<file path="src/rtl/dipsw_pkg.sv">
// rtl/dipsw_pkg.sv - shared constants and FSM encoding for the DIP-switch filter
package dipsw_pkg;

    localparam int DIPSW_WIDTH    = 32;
    localparam int DIPSW_TICK_DIV = 50000;
    localparam int DIPSW_STABLE_N = 4;

    typedef enum logic {
        ST_INIT = 1'b0,
        ST_RUN  = 1'b1
    } dipsw_state_t;

endpackage

</file>
<file path="src/rtl/dipsw_filter_bit.sv">
// rtl/dipsw_filter_bit.sv - per-bit debounce counter and stable level
module dipsw_filter_bit #(
    parameter int STABLE_N = 4
) (
    input  logic clk,
    input  logic rst_I,
    input  logic tick,
    input  logic run,
    input  logic sample,
    output logic level,
    output logic toggle
);

    localparam int CW = (STABLE_N > 1) ? $clog2(STABLE_N) : 1;
    localparam logic [CW-1:0] CNT_LAST = CW'(STABLE_N - 1);

    logic [CW-1:0] cnt;
    logic          stable;

    // Asserted in the cycle whose closing edge flips the stable level.
    assign toggle = tick && run && (sample != stable) && (cnt == CNT_LAST);
    assign level  = stable;

    always_ff @(posedge clk or negedge rst_I) begin
        if (!rst_I) begin
            cnt    <= '0;
            stable <= 1'b0;
        end else if (tick) begin
            if (!run) begin
                stable <= sample;
                cnt    <= '0;
            end else if (sample == stable) begin
                cnt <= '0;
            end else if (cnt == CNT_LAST) begin
                stable <= sample;
                cnt    <= '0;
            end else begin
                cnt <= cnt + 1'b1;
            end
        end
    end

endmodule

</file>
<file path="src/rtl/dipsw_filter.sv">
// rtl/dipsw_filter.sv - DIP-switch synchroniser, debouncer and change interrupt
module dipsw_filter
    import dipsw_pkg::*;
#(
    parameter int WIDTH    = DIPSW_WIDTH,
    parameter int TICK_DIV = DIPSW_TICK_DIV,
    parameter int STABLE_N = DIPSW_STABLE_N
) (
    input  logic             clk,
    input  logic             rst_I,
    input  logic [WIDTH-1:0] dipsw_raw,
    input  logic [WIDTH-1:0] chg_clr,
    input  logic             chg_we,
    output logic [WIDTH-1:0] dipsw_out,
    output logic [WIDTH-1:0] chg_mask,
    output logic             irq,
    output logic             tick
);

    localparam int PW = $clog2(TICK_DIV);
    localparam logic [PW-1:0] PRE_LAST = PW'(TICK_DIV - 1);
    localparam logic [PW-1:0] PRE_PEN  = PW'(TICK_DIV - 2);

    logic [WIDTH-1:0] sync1, sync2;
    logic [PW-1:0]    pre;
    dipsw_state_t     state;
    logic [WIDTH-1:0] toggle;
    logic [WIDTH-1:0] chg_mask_next;

    always_ff @(posedge clk or negedge rst_I) begin
        if (!rst_I) begin
            sync1 <= '0;
            sync2 <= '0;
        end else begin
            sync1 <= dipsw_raw;
            sync2 <= sync1;
        end
    end

    // tick is decoded one count early so it is high while pre == TICK_DIV-1.
    always_ff @(posedge clk or negedge rst_I) begin
        if (!rst_I) begin
            pre  <= '0;
            tick <= 1'b0;
        end else begin
            pre  <= (pre == PRE_LAST) ? '0 : pre + 1'b1;
            tick <= (pre == PRE_PEN);
        end
    end

    always_ff @(posedge clk or negedge rst_I) begin
        if (!rst_I) begin
            state <= ST_INIT;
        end else begin
            case (state)
                ST_INIT: if (tick) state <= ST_RUN;
                default: state <= ST_RUN;
            endcase
        end
    end

    for (genvar i = 0; i < WIDTH; i++) begin : g_bit
        dipsw_filter_bit #(
            .STABLE_N(STABLE_N)
        ) u_bit (
            .clk   (clk),
            .rst_I (rst_I),
            .tick  (tick),
            .run   (state == ST_RUN),
            .sample(sync2[i]),
            .level (dipsw_out[i]),
            .toggle(toggle[i])
        );
    end

    // Set is applied after clear so a coincident toggle keeps the bit.
    always_comb begin
        chg_mask_next = chg_mask;
        if (chg_we) chg_mask_next = chg_mask_next & ~chg_clr;
        chg_mask_next = chg_mask_next | toggle;
    end

    always_ff @(posedge clk or negedge rst_I) begin
        if (!rst_I) begin
            chg_mask <= '0;
            irq      <= 1'b0;
        end else begin
            chg_mask <= chg_mask_next;
            irq      <= |chg_mask_next;
        end
    end

endmodule

</file>
<file path="config.mk">
export PLATFORM = sky130hd
export DESIGN_NAME = dipsw_filter
export DESIGN_NICKNAME = d
export VERILOG_FILES = /design/src/rtl/dipsw_pkg.sv /design/src/rtl/dipsw_filter_bit.sv /design/src/rtl/dipsw_filter.sv
export SDC_FILE = /design/constraint.sdc
export NUM_CORES = 1
export LEC_CHECK = 0
export CORE_MARGIN = 2
export CORE_UTILIZATION = 50
export DETAILED_ROUTE_END_ITERATION = 16
export PLACE_DENSITY = 0.86
export SYNTH_ARGS = -nofsm -noshare
export SYNTH_HDL_FRONTEND = slang
export SYNTH_SLANG_ARGS = --single-unit
</file>
<file path="constraint.sdc">
create_clock -name clk -period 1.9 [get_ports clk]
set_input_delay 0.38 -clock clk [delete_from_list [all_inputs] [get_ports clk]]
set_output_delay 0.38 -clock clk [all_outputs]
set_load 0.03 [all_outputs]
</file>
==> flow_summary.json <==
{
  "power_density_nw_per_um2": 863.4,
  "async_reset_ff_share_pct": 100.0,
  "synth_cell_types": 34,
  "max_freq_ghz": 0.5310,
  "status": "finished clean",
  "grt_use_total_pct": 21.76,
  "drtIter0Drc": 320,
  "io_pins": 133,
  "fin_util_pct": 64.18,
  "drtPass1Iterations": 4,
  "post_drt_wl_per_cell_um": 17.75,
  "setup_viol": 0,
  "seq_area_frac_synth_pct": 60.23,
  "grt_start_max_net_pins": 99,
  "finalCritPeriodShare_pct": 99.11,
  "ir_drop_mv": 0.7243,
  "route.detailed.drc": 0,
  "maxSlewViolCount": 0,
  "grt_pass1_wl_um": 31800,
  "area_growth_pct": 26.19,
  "placedInstanceArea_um2": 10260,
  "ys.flop_type": "dfrtp_1",
  "hold_path.class": "in2reg",
  "portBuffers": 132,
  "synth-edff-count": 0,
  "chipWidth_um": 136.4,
  "synth_warnings": 0,
  "synthesis.nets": 854,
  "drv_cap": 0,
  "final_hold_viol_count": 0,
  "grt_antenna_before_repair": 0,
  "clkLatencyLatePin_ps": 500,
  "drive_gt1_share_pct": 12.37,
  "final_common_cell": "dfrtp_1",
  "rows": 48,
  "grt-ovfl-total": 0,
  "finClkSkew_ps": 7.803,
  "drt-total-wl_um": 19910,
  "syn_area_um2": 8767,
  "crit_fanout": 98,
  "p_leak_nw": 5.444,
  "finalWorstSetupSlack_ps": 16.83,
  "place_ws_ps": -132.4,
  "final_cell_mix": "dfrtp_1 (210), o21ai_0 (90), dlygate4sd2_1 (65)",
  "end_kind": "primary output",
  "cp_data_required_time_ps": 1520,
  "start_util_pct": 50.86,
  "diodes": 0,
  "cts_tree": "yes",
  "hpwl_um": 12920,
  "cp-start-kind": "register",
  "fin_tns_setup_ps": 0,
  "whs_ps": 315.1,
  "first_global_vias": 6339,
  "final_antenna_net_count": 0,
  "crit_type": "reg2out",
  "synth_seq_cells": 211,
  "htree_levels": 1,
  "cts-root-buf": "clkbuf_16",
  "cts_buffer_depth": 3,
  "vias": 6086,
  "avgViaCountPerCell": 5.424,
  "rsz0062_at_grt": "yes",
  "finalNetCount": 982,
  "arrival_ps": 1500,
  "max_slew.worst_pin.slew_ps": 687.9,
  "design_area_um2": 11060,
  "synthCells": 753,
  "slew_headroom_pct": 53.72,
  "cts_buffers": 23,
  "clk_pin_slew_ps": 60,
  "syn_area_per_cell_um2": 11.64,
  "die_y_um": 136.4,
  "die_area_um2": 18610,
  "gp_congestion": 0.7623,
  "clock_sinks": 211,
  "min_period_ps": 1883,
  "core_um2": 17240
}
[synth_stat cells, types with 2 or more instances]
master    number  area [um^2]
dfrtp_1      211         5280
o21ai_0       90        450.4
inv_1         62        232.7
nand3_1       51        255.2
nand2_1       46        172.7
nor2_1        46        172.7
ha_1          34        425.4
buf_4         33        247.7
mux2_2        32        360.4
xor2_1        29        254.0
a32o_1        24        240.2
clkbuf_1      16        60.06
xnor2_1       14        122.6
nand2b_1       9        56.30
a22o_1         8        70.07
o41ai_1        8        70.07
buf_2          5        25.02
nand4_1        5        31.28
nor4_1         5        31.28
and4bb_1       4        50.05
buf_6          3        33.78
a21oi_1        2        10.01
buf_1          2        7.510
nor3_1         2        10.01
or2_2          2        12.51
or3_1          2        12.51
[logic make-up (layout without fill, tap and decap cells)]
family          count (synthesis)  count (layout)  share of synthesized area [%]
compound gates                134             134                          9.762
xor+xnor                       43              43                          4.296
fa+ha+maj                      34              34                          4.852
buf+inv                       121             263                          6.922
flops                         211             211                          60.23
mux                            32              32                          4.110
simple gates                  178             180                          9.833
[per-stage QoR]
stage                     power (mW)  std cells
after floorplan                4.726        753
after global placement         5.010       1076
after detailed placement       5.016       1076
after CTS                      9.613       1122
after global routing           9.850       1122
final                          9.552       1122
[per-layer routing]
metal,wire length [um],GRT usage (%),vias to the layer above,part of all wire (%)
met2,9447,35.87,239,47
met5,0,0,-,0
met1,8399,28.88,2988,42
met4,620,7.986,0,3.1
met3,1442,3.990,55,7.2
li1,-,-,2804,-
[where the power goes]
part,switching [mW],internal [mW]
clock,1.75,2.87
sequential,0.0327,4.56
combinational,0.171,0.167
total,1.95,7.60
[area by class of cell]
cell class              instances  area, um^2
clock buffers                  35       680.7
clock inverters                 6       111.4
fillers                      1272        6173
inverters                      62       232.7
well taps                     225       281.5
repair buffers                160        1541
flip-flops and latches        211        5281
multi-input cells             423        2934
[sequential cells by signal, indices dropped and copies added (netlist names)]
name	count
g_bit.u_bit.cnt	64
chg_mask	32
g_bit.u_bit.level	32
sync1	32
sync2	32
pre	16
irq	1
state	1
tick	1
[what timing repair did]
item,4_1_cts,5_1_grt
pin swaps,0,2
buffers inserted,2,0
resized for setup,70,7
hold buffers,1,0
cloned,2,0
hold endpoints to repair,54,0
endpoints found under the setup margin,67,10
[path summary, 6_finish.rpt]
path | startpoint | end | slack [ps] | cells after the start
setup / recovery | tick | tick | 20 | 2
hold / removal | dipsw_raw[28] | sync1[28] | 320 | 1
setup reg to reg | tick | irq | 60 | 6
hold reg to reg | sync1[20] | sync2[20] | 340 | 0
max in group asynchronous | rst_I | sync1[26] | 850 | 3
min in group asynchronous | rst_I | g_bit[31].u_bit.level | 410 | 2
[worst max-delay path, cell delays in order, from the launching register on]
cell and delay [ps]:
dfrtp_2 440, buf_12 350, buf_6 190
No activity file was read; power rests on OpenSTA's default activity.
